## src/rtl/kdtree_pkg.sv

```systemverilog
// Shared constants, FSM state type and record layouts for the k-d tree stream loader.
package kdtree_pkg;
   localparam int DATA_WIDTH  = 11;
   localparam int IDX_WIDTH   = 9;
   localparam int PATCH_SIZE  = 5;
   localparam int LEAF_SIZE   = 8;
   localparam int NUM_LEAVES  = 64;
   localparam int NUM_QUERYS  = 494;
   localparam int LEAF_ADDRW  = $clog2(NUM_LEAVES);
   localparam int QUERY_ADDRW = $clog2(NUM_QUERYS);
   localparam int SLOT_W      = $clog2(LEAF_SIZE);

   localparam int NUM_NODES            = NUM_LEAVES - 1;
   localparam int NUM_LEAF_PATCHES     = NUM_LEAVES * LEAF_SIZE;
   localparam int WORDS_PER_NODE       = 2;
   localparam int WORDS_PER_LEAF_PATCH = PATCH_SIZE + 1;
   localparam int WORDS_PER_QUERY      = PATCH_SIZE;
   localparam int NODE_WORDS           = NUM_NODES * WORDS_PER_NODE;
   localparam int LEAF_WORDS           = NUM_LEAF_PATCHES * WORDS_PER_LEAF_PATCH;
   localparam int QUERY_WORDS          = NUM_QUERYS * WORDS_PER_QUERY;
   localparam int TOTAL_WORDS          = NODE_WORDS + LEAF_WORDS + QUERY_WORDS;

   localparam int MAX_REC_WORDS = WORDS_PER_LEAF_PATCH;
   localparam int REC_LEN_W     = $clog2(MAX_REC_WORDS + 1);
   // One record counter serves every section, so it must cover the largest one.
   localparam int REC_CNT_W     = (LEAF_ADDRW + SLOT_W > QUERY_ADDRW) ? (LEAF_ADDRW + SLOT_W) : QUERY_ADDRW;
   localparam int LEAF_WDATA_W  = PATCH_SIZE * DATA_WIDTH + IDX_WIDTH;
   localparam int QUERY_WDATA_W = PATCH_SIZE * DATA_WIDTH;

   typedef enum logic [2:0] {
      IDLE    = 3'd0,
      NODES   = 3'd1,
      LEAVES  = 3'd2,
      QUERIES = 3'd3,
      DONE    = 3'd4
   } state_t;

   typedef struct packed {
      logic [IDX_WIDTH-1:0]                   idx;
      logic [PATCH_SIZE-1:0][DATA_WIDTH-1:0]  data;
   } leaf_patch_t;
endpackage

```

## src/rtl/word_gatherer.sv

```systemverilog
// Collects stream words into one record of runtime-selected length and flags the
// pop that completes it; the returned record already includes that final word.
module word_gatherer #(
   parameter int N     = 6,
   parameter int W     = 11,
   parameter int LEN_W = 3
) (
   input  logic             clk,
   input  logic             rst,
   input  logic             clr,
   input  logic             shift_en,
   input  logic [W-1:0]     din,
   input  logic [LEN_W-1:0] len,
   output logic [N*W-1:0]   rec,
   output logic             rec_done
);
   localparam int CNT_W = $clog2(N);

   logic [CNT_W-1:0]       cnt_r;
   logic [N-1:0][W-1:0]    words_r;
   logic                   last_s;

   // Final word of the record is being popped this cycle.
   always_comb begin
      last_s   = shift_en & ((LEN_W'(cnt_r) + LEN_W'(1)) == len);
      rec_done = last_s;
   end

   // Present stored words with the in-flight word merged at its slot.
   always_comb begin
      rec = words_r;
      for (int k = 0; k < N; k++) begin
         if (shift_en && (cnt_r == CNT_W'(k))) begin
            rec[k*W +: W] = din;
         end else begin
            rec[k*W +: W] = words_r[k];
         end
      end
   end

   // Word slot counter and storage.
   always_ff @(posedge clk or posedge rst) begin
      if (rst) begin
         cnt_r   <= '0;
         words_r <= '0;
      end else if (clr) begin
         cnt_r   <= '0;
         words_r <= '0;
      end else if (shift_en) begin
         words_r[cnt_r] <= din;
         cnt_r          <= last_s ? CNT_W'(0) : cnt_r + CNT_W'(1);
      end
   end
endmodule

```

## src/rtl/kdtree_stream_loader.sv

```systemverilog
// Deserialises the host word stream into node, leaf and query memory writes.
// Define KDTREE_LOADER_CHECK_EN to add the sticky load_err range checker.
module kdtree_stream_loader
   import kdtree_pkg::*;
(
   input  logic                     clk,
   input  logic                     rst,
   input  logic                     load_kdtree,
   input  logic                     fifo_rempty_n,
   input  logic [DATA_WIDTH-1:0]    fifo_rdata,
   output logic                     fifo_deq,
   output logic                     node_wen,
   output logic [LEAF_ADDRW-1:0]    node_waddr,
   output logic [2:0]               node_dim,
   output logic [DATA_WIDTH-1:0]    node_median,
   output logic                     leaf_wen,
   output logic [LEAF_ADDRW-1:0]    leaf_waddr,
   output logic [SLOT_W-1:0]        leaf_slot,
   output logic [LEAF_WDATA_W-1:0]  leaf_wdata,
   output logic                     query_wen,
   output logic [QUERY_ADDRW-1:0]   query_waddr,
   output logic [QUERY_WDATA_W-1:0] query_wdata,
   output logic                     load_busy,
   output logic                     load_done
`ifdef KDTREE_LOADER_CHECK_EN
   ,
   output logic                     load_err
`endif
);
   state_t                                 state_r;
   logic [REC_CNT_W-1:0]                   rec_cnt_r;
   logic                                   pop_s;
   logic                                   accept_s;
   logic                                   last_rec_s;
   logic [REC_LEN_W-1:0]                   len_s;
   logic [MAX_REC_WORDS*DATA_WIDTH-1:0]    rec_s;
   logic                                   rec_done_s;
   logic [MAX_REC_WORDS-1:0][DATA_WIDTH-1:0] word_s;
   leaf_patch_t                            patch_s;

   logic                     node_wen_r;
   logic [LEAF_ADDRW-1:0]    node_waddr_r;
   logic [2:0]               node_dim_r;
   logic [DATA_WIDTH-1:0]    node_median_r;
   logic                     leaf_wen_r;
   logic [LEAF_ADDRW-1:0]    leaf_waddr_r;
   logic [SLOT_W-1:0]        leaf_slot_r;
   leaf_patch_t              leaf_wdata_r;
   logic                     query_wen_r;
   logic [QUERY_ADDRW-1:0]   query_waddr_r;
   logic [QUERY_WDATA_W-1:0] query_wdata_r;
   logic                     load_busy_r;
   logic                     load_done_r;

   // Pop enable, record length and end-of-section detection per state.
   always_comb begin
      pop_s      = 1'b0;
      len_s      = REC_LEN_W'(MAX_REC_WORDS);
      last_rec_s = 1'b0;
      accept_s   = 1'b0;
      case (state_r)
         NODES: begin
            pop_s      = fifo_rempty_n;
            len_s      = REC_LEN_W'(WORDS_PER_NODE);
            last_rec_s = (rec_cnt_r == REC_CNT_W'(NUM_NODES - 1));
         end
         LEAVES: begin
            pop_s      = fifo_rempty_n;
            len_s      = REC_LEN_W'(WORDS_PER_LEAF_PATCH);
            last_rec_s = (rec_cnt_r == REC_CNT_W'(NUM_LEAF_PATCHES - 1));
         end
         QUERIES: begin
            pop_s      = fifo_rempty_n;
            len_s      = REC_LEN_W'(WORDS_PER_QUERY);
            last_rec_s = (rec_cnt_r == REC_CNT_W'(NUM_QUERYS - 1));
         end
         IDLE, DONE: begin
            accept_s = load_kdtree;
         end
         default: begin
            pop_s = 1'b0;
         end
      endcase
   end

   assign fifo_deq = pop_s;

   word_gatherer #(
      .N     (MAX_REC_WORDS),
      .W     (DATA_WIDTH),
      .LEN_W (REC_LEN_W)
   ) u_gatherer (
      .clk      (clk),
      .rst      (rst),
      .clr      (accept_s),
      .shift_en (pop_s),
      .din      (fifo_rdata),
      .len      (len_s),
      .rec      (rec_s),
      .rec_done (rec_done_s)
   );

   assign word_s = rec_s;

   // Leaf record layout: index word follows the data words.
   always_comb begin
      patch_s.idx = word_s[PATCH_SIZE][IDX_WIDTH-1:0];
      for (int k = 0; k < PATCH_SIZE; k++) begin
         patch_s.data[k] = word_s[k];
      end
   end

   // Load sequencer with registered write strobes, addresses and data.
   always_ff @(posedge clk or posedge rst) begin
      if (rst) begin
         state_r       <= IDLE;
         rec_cnt_r     <= '0;
         node_wen_r    <= 1'b0;
         node_waddr_r  <= '0;
         node_dim_r    <= 3'd0;
         node_median_r <= '0;
         leaf_wen_r    <= 1'b0;
         leaf_waddr_r  <= '0;
         leaf_slot_r   <= '0;
         leaf_wdata_r  <= '0;
         query_wen_r   <= 1'b0;
         query_waddr_r <= '0;
         query_wdata_r <= '0;
         load_busy_r   <= 1'b0;
         load_done_r   <= 1'b0;
      end else begin
         node_wen_r  <= 1'b0;
         leaf_wen_r  <= 1'b0;
         query_wen_r <= 1'b0;
         case (state_r)
            IDLE, DONE: begin
               if (load_kdtree) begin
                  state_r     <= NODES;
                  rec_cnt_r   <= '0;
                  load_busy_r <= 1'b1;
                  load_done_r <= 1'b0;
               end
            end
            NODES: begin
               if (rec_done_s) begin
                  node_wen_r    <= 1'b1;
                  node_waddr_r  <= rec_cnt_r[LEAF_ADDRW-1:0];
                  node_dim_r    <= word_s[0][2:0];
                  node_median_r <= word_s[1];
                  rec_cnt_r     <= last_rec_s ? REC_CNT_W'(0) : rec_cnt_r + REC_CNT_W'(1);
                  if (last_rec_s) state_r <= LEAVES;
               end
            end
            LEAVES: begin
               if (rec_done_s) begin
                  leaf_wen_r   <= 1'b1;
                  leaf_waddr_r <= rec_cnt_r[SLOT_W +: LEAF_ADDRW];
                  leaf_slot_r  <= rec_cnt_r[SLOT_W-1:0];
                  leaf_wdata_r <= patch_s;
                  rec_cnt_r    <= last_rec_s ? REC_CNT_W'(0) : rec_cnt_r + REC_CNT_W'(1);
                  if (last_rec_s) state_r <= QUERIES;
               end
            end
            QUERIES: begin
               if (rec_done_s) begin
                  query_wen_r   <= 1'b1;
                  query_waddr_r <= rec_cnt_r[QUERY_ADDRW-1:0];
                  query_wdata_r <= word_s[PATCH_SIZE-1:0];
                  rec_cnt_r     <= last_rec_s ? REC_CNT_W'(0) : rec_cnt_r + REC_CNT_W'(1);
                  if (last_rec_s) begin
                     state_r     <= DONE;
                     load_busy_r <= 1'b0;
                     load_done_r <= 1'b1;
                  end
               end
            end
            default: begin
               state_r <= IDLE;
            end
         endcase
      end
   end

`ifdef KDTREE_LOADER_CHECK_EN
   logic load_err_r;
   logic err_hit_s;

   // Range violations, evaluated on the pop that completes a record.
   always_comb begin
      err_hit_s = 1'b0;
      case (state_r)
         NODES: begin
            err_hit_s = rec_done_s & (word_s[0] >= DATA_WIDTH'(PATCH_SIZE));
         end
         LEAVES: begin
            err_hit_s = rec_done_s & ((word_s[PATCH_SIZE] >= DATA_WIDTH'(NUM_QUERYS)) |
                                      (|word_s[PATCH_SIZE][DATA_WIDTH-1:IDX_WIDTH]));
         end
         default: begin
            err_hit_s = 1'b0;
         end
      endcase
   end

   // Sticky error flag, cleared when a new load is accepted.
   always_ff @(posedge clk or posedge rst) begin
      if (rst) begin
         load_err_r <= 1'b0;
      end else if (accept_s) begin
         load_err_r <= 1'b0;
      end else if (err_hit_s) begin
         load_err_r <= 1'b1;
      end
   end

   assign load_err = load_err_r;
`else
   logic unused_idx_hi_s;
   assign unused_idx_hi_s = ^word_s[PATCH_SIZE][DATA_WIDTH-1:IDX_WIDTH];
`endif

   assign node_wen    = node_wen_r;
   assign node_waddr  = node_waddr_r;
   assign node_dim    = node_dim_r;
   assign node_median = node_median_r;
   assign leaf_wen    = leaf_wen_r;
   assign leaf_waddr  = leaf_waddr_r;
   assign leaf_slot   = leaf_slot_r;
   assign leaf_wdata  = leaf_wdata_r;
   assign query_wen   = query_wen_r;
   assign query_waddr = query_waddr_r;
   assign query_wdata = query_wdata_r;
   assign load_busy   = load_busy_r;
   assign load_done   = load_done_r;
endmodule

```

## config.mk

```make
export PLATFORM = sky130hd
export DESIGN_NAME = kdtree_stream_loader
export DESIGN_NICKNAME = d
export VERILOG_FILES = /design/src/rtl/kdtree_pkg.sv /design/src/rtl/word_gatherer.sv /design/src/rtl/kdtree_stream_loader.sv
export SDC_FILE = /design/constraint.sdc
export NUM_CORES = 1
export LEC_CHECK = 0
export ABC_CLOCK_PERIOD_IN_PS = 9700
export CAP_MARGIN = 20
export CELL_PAD_IN_SITES_DETAIL_PLACEMENT = 0
export CELL_PAD_IN_SITES_GLOBAL_PLACEMENT = 1
export CORE_MARGIN = 5
export CORE_UTILIZATION = 40
export DETAILED_ROUTE_END_ITERATION = 10
export HOLD_SLACK_MARGIN = 0.06
export PLACE_DENSITY_LB_ADDON = 0.1
export REMOVE_ABC_BUFFERS = 1
export SYNTH_ARGS = -nofsm -noshare
export SYNTH_HDL_FRONTEND = slang
export SYNTH_SLANG_ARGS = --single-unit
export TNS_END_PERCENT = 1
```

## constraint.sdc

```tcl
create_clock -name clk -period 9.7 [get_ports clk]
set_input_delay 1.94 -clock clk [delete_from_list [all_inputs] [get_ports clk]]
set_output_delay 1.94 -clock clk [all_outputs]
set_load 0.01 [all_outputs]
```

==> results.json, run 1 <==
{
  "fin_setup_tns_ns": 0,
  "arrival_ns": 3.64,
  "initial_core_util_pct": 40.31,
  "post_drt_wl_per_cell_um": 17.10,
  "final.fill_count": 2342,
  "holdCritPathClass": "flip-flop to flip-flop",
  "drt_iter0_markers": 405,
  "vias": 6973,
  "drtAntennaViolNets": 0,
  "row_count": 58,
  "drv_cap": 0,
  "hold_viol": 0,
  "dieArea_um2": 28430,
  "rr_endpoint": "load_busy$_DFFE_PP0P_",
  "critPathKind": "input port to output pin",
  "ys_ff_latch": 241,
  "syn_inst": 943,
  "grt_start_max_net_pins": 122,
  "powerDensity_nw_per_um2": 261.8,
  "grt_use_total_pct": 17.20,
  "slew_headroom_pct": 36.35,
  "finalCritPeriodShare_pct": 57.54,
  "async_flop_share_pct": 100.0,
  "numCtsBuffers": 27,
  "synth_edf_count": 0,
  "synth_flop_cell": "dfrtp_1",
  "clockBufferDepth": 3,
  "crit_chain": "clkdlybuf4s50_1 > nand2b_1 > or2_2 > inv_2 > clkdlybuf4s50_1",
  "register_area_um2": 6031,
  "worstSkewPairLatency_ns": 0.52,
  "die-width_um": 168.6,
  "final-max-slew-violation-count": 0,
  "drt_wl_total_um": 24480,
  "layout_common_cells": "dfrtp_1 (241), nand2_1 (198), clkdlybuf4s50_1 (177), o21ai_0 (134), mux2i_1 (118)",
  "worst_ir_drop_vdd_mv": 0.1688,
  "htree_levels": 1,
  "rsz0062_at_grt": "false",
  "hold_buffers": 0,
  "multiInputGateArea_um2": 3691,
  "grt_pass1_wl_um": 40030,
  "start_kind": "input port",
  "areaGrowthSynthToFinish_pct": 28.17,
  "dp_hpwl_um": 15820,
  "endpoint": "fifo_deq",
  "status": "complete, no violations",
  "cts_tree": "built",
  "crit_required_ns": 7.76,
  "crit_top_cell": "clkdlybuf4s50_1",
  "gp_congestion": 0.7526,
  "worst_pin_slew_ns": 0.9519,
  "cts_resized": 0,
  "whs_ns": 0.4746,
  "rr_worst_depth": 8,
  "yosys_warnings": 0,
  "grt_pass1_vias": 7178,
  "drt-pass1-iter-count": 4,
  "drc": 0,
  "syn_area_um2": 10060,
  "vias_per_cell": 4.869,
  "cts_root_buffer": "clkbuf_16",
  "postCtsSetupBuffers": 0,
  "max_stage_delay_ns": 0.59,
  "leakage_nw": 6.167,
  "drive_gt1_share_pct": 6.806,
  "fin_crit_ns": 5.581,
  "final_common_cell": "dfrtp_1",
  "diodes": 0,
  "min_from": "node_median[2]$_DFFE_PP0P_",
  "slowest_stage": "clkdlybuf4s50_1",
  "cp-end-kind": "output pin",
  "clkSinkCount": 241,
  "overflow": 0,
  "power_w": 0.003376,
  "portBuffers": 177,
  "min_delay_path_depth": 2,
  "seq_area_frac_synth_pct": 59.93,
  "synth.distinct_cells": 46,
  "clk_pin_slew_ns": 0.05,
  "critPathLaunch": "fifo_rempty_n",
  "path_max_fanout": 9,
  "finalSetupViolCount": 0,
  "r2r-start": "u_gatherer.cnt_r[0]$_DFFE_PP0P_",
  "avgSynthCellArea_um2": 10.67,
  "die-height_um": 168.6,
  "nNetsFinal": 1104,
  "ios": 178,
  "max_freq_mhz": 179.2,
  "clock_skew_ns": 0.005772,
  "placeableCoreArea_um2": 24960,
  "final_area_um2": 12900,
  "dpl_cell_area_um2": 11990,
  "antenna_found_initial": 0,
  "r2r_setup_slack_ns": 6.32
}
## power by group
group          total, W  internal (W)  switching (W)
Clock           0.00103      0.000631       0.000395
Sequential      0.00143       0.00127       0.000156
Combinational  0.000921      0.000446       0.000475
Total           0.00338       0.00235        0.00103
## stage by stage
step / instances / setup slack [ns] / utilization [%]
finish: 1432 / 4.119 / 51.67
global route: 1432 / 4.046 / 51.67
CTS: 1432 / 4.125 / 51.67
detailed placement: 1384 / 4.133 / 48.04
global placement: 1384 / 4.161 / 48.04
floorplan: 872 / 1.144 / -
## worst max-delay path: cells and delay by family
family                 cells  cell delay [ns]
buffers and inverters      3             1.27
and+or+nand+nor            2             0.43
## cell families (layout without fill, tap and decap cells)
family / Yosys count / in the layout / share of synthesized area (%)
flops: 241 / 241 / 59.93
compound gates: 172 / 172 / 9.039
xor+xnor: 4 / 4 / 0.3481
fa+ha+maj: 6 / 6 / 0.7460
mux: 133 / 133 / 13.53
simple gates: 305 / 305 / 12.77
buf+inv: 82 / 241 / 3.643
## layer usage
metal	GRT usage, %	wire (um)
met1	23.62	11300
met4	3.564	467
met5	0	0
met3	3.503	1121
met2	28.56	11590
## synth_stat cells, drive strengths merged, types with 4 or more instances
library cell	count	share of area [%]
a21oi	19	0.94
and3	6	0.37
buf	33	1.8
clkbuf	38	1.4
dfrtp	241	60
ha	6	0.75
inv	11	0.41
mux2	14	1.6
mux2i	119	12
nand2	199	7.4
nand3	9	0.45
nand4	5	0.37
nor2	60	2.2
nor3	5	0.35
o21ai	140	7.0
xnor2	4	0.35
## flip-flops by register name, indices dropped and copies added, names as in the netlist, 3 cells and up
signal              flops
leaf_wdata             64
u_gatherer.words_r     64
query_wdata            55
node_median            11
query_waddr             9
rec_cnt_r               9
leaf_waddr              6
node_waddr              6
leaf_slot               3
node_dim                3
state_r                 3
u_gatherer.cnt_r        3
## worst min-delay path by stage
stage                                         endpoint  slack, ns
detailed placement          query_waddr[5]$_DFFE_PP0P_       0.47
global placement            leaf_wdata[63]$_DFFE_PP0P_       0.46
global route               query_wdata[23]$_DFFE_PP0P_       0.50
CTS                         node_median[2]$_DFFE_PP0P_       0.48
floorplan           u_gatherer.words_r[11]$_DFFE_PP0P_       0.49
finish                      node_median[2]$_DFFE_PP0P_       0.47
## final cells by class
type | instances | share of cell area [%]
flip-flops and latches | 241 | 46.76
clock inverters | 6 | 0.6499
multi-input cells | 620 | 28.62
clock buffers | 42 | 6.373
repair buffers | 182 | 14.03
inverters | 11 | 0.3783
well taps | 330 | 3.201
No activity file was read; power rests on OpenSTA's default activity.
==> run 2, diff against run 1 <==
- ABC_CLOCK_PERIOD_IN_PS: 9700 -> 5800
- clock period: 9.7 -> 5.8 ns (I/O delays scaled with it)
==> results.json, run 2 (synthesized netlist as in run 1, its figures left out) <==
{
  "final_cells": 1431,
  "areaGrowthSynthToFinish_pct": 27.95,
  "die-height_um": 168.6,
  "initial_core_util_pct": 40.31,
  "row_count": 58,
  "finalSetupViolCount": 0,
  "drt_iter0_markers": 395,
  "post_drt_wl_per_cell_um": 16.91,
  "register_area_um2": 6031,
  "dieArea_um2": 28430,
  "r2r_setup_slack_ns": 2.63,
  "holdCritPathClass": "flip-flop to flip-flop",
  "die-width_um": 168.6,
  "path_max_fanout": 9,
  "clk_pin_slew_ns": 0.06,
  "drv_cap": 0,
  "htree_levels": 1,
  "grt_start_max_net_pins": 125,
  "fin_crit_ns": 4.005,
  "clockBufferDepth": 3,
  "drt_wl_total_um": 24200,
  "layout_common_cells": "dfrtp_1 (241), nand2_1 (198), clkdlybuf4s50_1 (177), o21ai_0 (134), mux2i_1 (118)",
  "cts_resized": 0,
  "final.fill_count": 2310,
  "worst_pin_slew_ns": 0.9973,
  "rr_worst_depth": 6,
  "worst_ir_drop_vdd_mv": 0.2566,
  "clkSinkCount": 241,
  "portBuffers": 177,
  "rr_endpoint": "node_waddr[5]$_DFFE_PP0P_",
  "drc": 0,
  "numCtsBuffers": 26,
  "hold_viol": 0,
  "rsz0062_at_grt": "false",
  "ios": 178,
  "fin_util_pct": 51.58,
  "max_freq_mhz": 249.7,
  "crit_required_ns": 4.64,
  "power_w": 0.005568,
  "start_kind": "input port",
  "multiInputGateArea_um2": 3691,
  "place_ws_ns": 1.803,
  "postCtsSetupBuffers": 0,
  "gp_congestion": 0.7702,
  "diodes": 0,
  "critPathKind": "input port to output pin",
  "finalCritPeriodShare_pct": 69.06,
  "leakage_nw": 6.159,
  "cts_tree": "built",
  "drt-pass1-iter-count": 4,
  "grt_use_total_pct": 17.16,
  "status": "complete, no violations",
  "worstSkewPairLatency_ns": 0.52,
  "final_common_cell": "dfrtp_1",
  "antenna_found_initial": 0,
  "nNetsFinal": 1104,
  "hold_end": "leaf_wdata[34]$_DFFE_PP0P_",
  "slew_headroom_pct": 33.51,
  "vias": 7011,
  "r2r-start": "u_gatherer.cnt_r[0]$_DFFE_PP0P_",
  "final_area_um2": 12880,
  "powerDensity_nw_per_um2": 432.4,
  "arrival_ns": 2.85,
  "overflow": 0,
  "drive_gt1_share_pct": 6.994,
  "dpl_cell_area_um2": 12010,
  "final.setup.worst_slack_ns": 1.795,
  "drtAntennaViolNets": 0,
  "vias_per_cell": 4.899,
  "cp-end-kind": "output pin",
  "min_delay_path_depth": 2,
  "final-max-slew-violation-count": 0,
  "dp.cells": 1384,
  "hold_buffers": 0,
  "min_from": "leaf_wdata[34]$_DFFE_PP0P_",
  "grt_pass1_vias": 7055,
  "grt_pass1_wl_um": 39920,
  "clock_skew_ns": 0.01150,
  "placeableCoreArea_um2": 24960,
  "cts_root_buffer": "clkbuf_16",
  "dp_hpwl_um": 15800
}
-- run 2: cell types whose count changed in the layout (fill, tap and decap cells not counted), sizes merged --
cell	previous run	this run
clkbuf	42	37
clkinv	4	7
buf	5	6
clkinvlp	0	1
bufinv	2	1
-- run 2: final cells by class --
class | instances | share of cell area [%]
tap | 330 | 3.207
timing repair buffer | 183 | 14.26
multi-input combinational | 620 | 28.67
clock buffer | 37 | 6.083
clock inverter | 9 | 0.5636
sequential | 241 | 46.84
inverter | 11 | 0.3790
-- run 2: where the power goes --
group          total [W]  internal [W]  leakage (nW)  switching (W)
clock            0.00164      0.000978         0.428       0.000659
combinational    0.00154      0.000749          2.58       0.000787
sequential       0.00239       0.00213          3.15       0.000264
total            0.00557       0.00386          6.16        0.00171
-- run 2: how the worst max path moves through the flow --
stage / startpoint / to / slack (ns)
5_1_grt: fifo_rempty_n / fifo_deq / 1.71
6_report: fifo_rempty_n / fifo_deq / 1.79
3_3_place_gp: fifo_rempty_n / fifo_deq / 1.82
4_1_cts: fifo_rempty_n / fifo_deq / 1.80
2_1_floorplan: rst / leaf_slot[0]$_DFFE_PP0P_ / -1.98
3_5_place_dp: fifo_rempty_n / fifo_deq / 1.80
-- run 2: worst max-delay path, stage by stage --
cell,delay (ns)
clkdlybuf4s50_1,0.51
nand2b_1,0.11
or2_2,0.32
inv_2,0.16
clkdlybuf4s50_1,0.58
-- run 2: routing by layer --
layer | track usage, % | part of all wire (%) | vias up
met5 | 0 | 0 | -
met4 | 3.176 | 1.7 | 0
met3 | 3.480 | 4.7 | 24
met2 | 28.84 | 48 | 125
met1 | 23.47 | 46 | 3405
li1 | - | - | 3457
-- run 2: metrics by stage --
step | setup TNS [ns] | hold slack, ns
global route | 0 | 0.4983
floorplan | -476.33 | 0.4861
global placement | 0 | 0.4619
CTS | 0 | 0.4828
finish | 0 | 0.4759
detailed placement | 0 | 0.4669
==> run 3, diff against run 2 <==
- ABC_CLOCK_PERIOD_IN_PS: 5800 -> 3300
- CORE_UTILIZATION: 40 -> 37
- clock period: 5.8 -> 3.3 ns (I/O delays scaled with it)
==> results.json, run 3 (synthesized netlist as in run 1, its figures left out) <==
{
  "ios": 178,
  "final.fill_count": 2556,
  "grt_pass1_wl_um": 41560,
  "powerDensity_nw_per_um2": 765.2,
  "rsz0062_at_grt": "false",
  "numCtsBuffers": 27,
  "dieArea_um2": 30600,
  "htree_levels": 1,
  "die-height_um": 174.9,
  "cts_resized": 0,
  "worstSkewPairLatency_ns": 0.53,
  "gp_congestion": 0.7880,
  "drv_cap": 0,
  "cts_tree": "built",
  "cpLargestDelayFamily": "buffers and inverters",
  "clockBufferDepth": 3,
  "placeableCoreArea_um2": 26880,
  "overflow": 0,
  "final_common_cell": "dfrtp_1",
  "finalSetupViolCount": 0,
  "vias_per_cell": 4.825,
  "slowest_stage": "clkdlybuf4s50_1",
  "top_usage_layer": "met2",
  "place_ws_ns": 0.2689,
  "drive_gt1_share_pct": 9.075,
  "post_drt_wl_per_cell_um": 17.17,
  "hold_viol": 0,
  "status": "complete, no violations",
  "gr-usage-met2_pct": 27.80,
  "cts_root_buffer": "clkbuf_16",
  "critPathKind": "flip-flop to output pin",
  "grt_pass1_vias": 7429,
  "critPathBufInv": 2,
  "antenna_found_initial": 0,
  "crit_chain": "nor2_1 > or2_2 > inv_2 > clkdlybuf4s50_1",
  "postCtsSetupBuffers": 0,
  "use_met1_pct": 22.63,
  "grt.met3_usage_pct": 3.202,
  "dpl_cell_area_um2": 12210,
  "areaGrowthSynthToFinish_pct": 30.52,
  "drtAntennaViolNets": 0,
  "finalCritPeriodShare_pct": 92.50,
  "drt_wl_total_um": 25160,
  "slew_headroom_pct": 43.82,
  "cp-end-kind": "output pin",
  "drc": 0,
  "final_area_um2": 13140,
  "start_kind": "flip-flop",
  "diodes": 0,
  "grt_start_max_net_pins": 87,
  "final-max-slew-violation-count": 0,
  "vias": 7068,
  "clkSinkCount": 241,
  "max_stage_delay_ns": 0.60,
  "register_area_um2": 6031,
  "drt_iter0_markers": 438,
  "nNetsFinal": 1124,
  "power_w": 0.01005,
  "arrival_ns": 2.39,
  "portBuffers": 177,
  "grt_use_total_pct": 16.59,
  "layout_common_cells": "dfrtp_1 (241), nand2_1 (198), clkdlybuf4s50_1 (177), o21ai_0 (134), mux2i_1 (118)",
  "holdCritPathClass": "flip-flop to flip-flop",
  "initial_core_util_pct": 37.44,
  "dp_hpwl_um": 16880,
  "max_freq_mhz": 327.6,
  "worst_ir_drop_vdd_mv": 0.3015,
  "clk_pin_slew_ns": 0.06,
  "leakage_nw": 6.296,
  "die-width_um": 174.9,
  "fin_crit_ns": 3.053,
  "clock_skew_ns": 0.008364,
  "worst_pin_slew_ns": 0.8387,
  "final.setup.worst_slack_ns": 0.2475,
  "hold_buffers": 0,
  "path_max_fanout": 11,
  "crit_required_ns": 2.64,
  "multiInputGateArea_um2": 3690,
  "row_count": 60,
  "drt-pass1-iter-count": 4
}
-- run 3: layout make-up --
| cell class | count | area share, % |
|---|---|---|
| flip-flops and latches | 241 | 45.91 |
| multi-input cells | 620 | 28.09 |
| repair buffers | 202 | 15.30 |
| clock buffers | 34 | 5.801 |
| well taps | 341 | 3.248 |
| clock inverters | 16 | 1.276 |
| inverters | 11 | 0.3715 |
-- run 3: path summary, 6_finish.rpt --
| check | depth (start not counted) | to | from | slack (ns) |
|---|---|---|---|---|
| hold reg to reg | 2 | leaf_wdata[9]$_DFFE_PP0P_ | leaf_wdata[9]$_DFFE_PP0P_ | 0.48 |
| max in group asynchronous | 3 | u_gatherer.words_r[59]$_DFFE_PP0P_ | rst | 1.86 |
| hold / removal | 2 | leaf_wdata[9]$_DFFE_PP0P_ | leaf_wdata[9]$_DFFE_PP0P_ | 0.48 |
| setup / recovery | 4 | fifo_deq | state_r[1]$_DFFE_PP0P_ | 0.25 |
| setup reg to reg | 7 | leaf_waddr[1]$_DFFE_PP0P_ | u_gatherer.cnt_r[0]$_DFFE_PP0P_ | 0.64 |
| min in group asynchronous | 2 | leaf_wen$_DFF_PP0_ | rst | 0.55 |
-- run 3: worst register-to-register path: cells and delay by family, from the launching register on --
kind,cells,cell delay [ns]
AND/OR/NAND/NOR,2,0.43
multiplexers,1,0.32
adder cells (fa/ha/maj),1,0.39
AO/OA/AOI/OAI,1,0.32
buffers and inverters,2,0.53
flip-flops,1,0.55
-- run 3: per-layer routing --
| layer | share of wire [%] | wire, um |
|---|---|---|
| met4 | 1.9 | 471 |
| met3 | 4.1 | 1032 |
| met2 | 48 | 12050 |
| met1 | 46 | 11600 |
| met5 | 0 | 0 |
-- run 3: stage by stage --
stage	TNS [ns]	std cells	utilization, %	hold slack, ns
detailed placement	0	1415	45.41	0.4617
floorplan	-983.87	872	-	0.4861
CTS	0	1465	48.87	0.4867
global placement	0	1415	45.41	0.4623
finish	0	1465	48.87	0.4788
global route	0	1465	48.87	0.4976
-- run 3: power by group --
part	switching (W)	internal (W)	total (W)
registers	0.000476	0.00374	0.00422
clock network	0.00122	0.00187	0.00309
logic	0.00140	0.00134	0.00274
total	0.00309	0.00696	0.0101
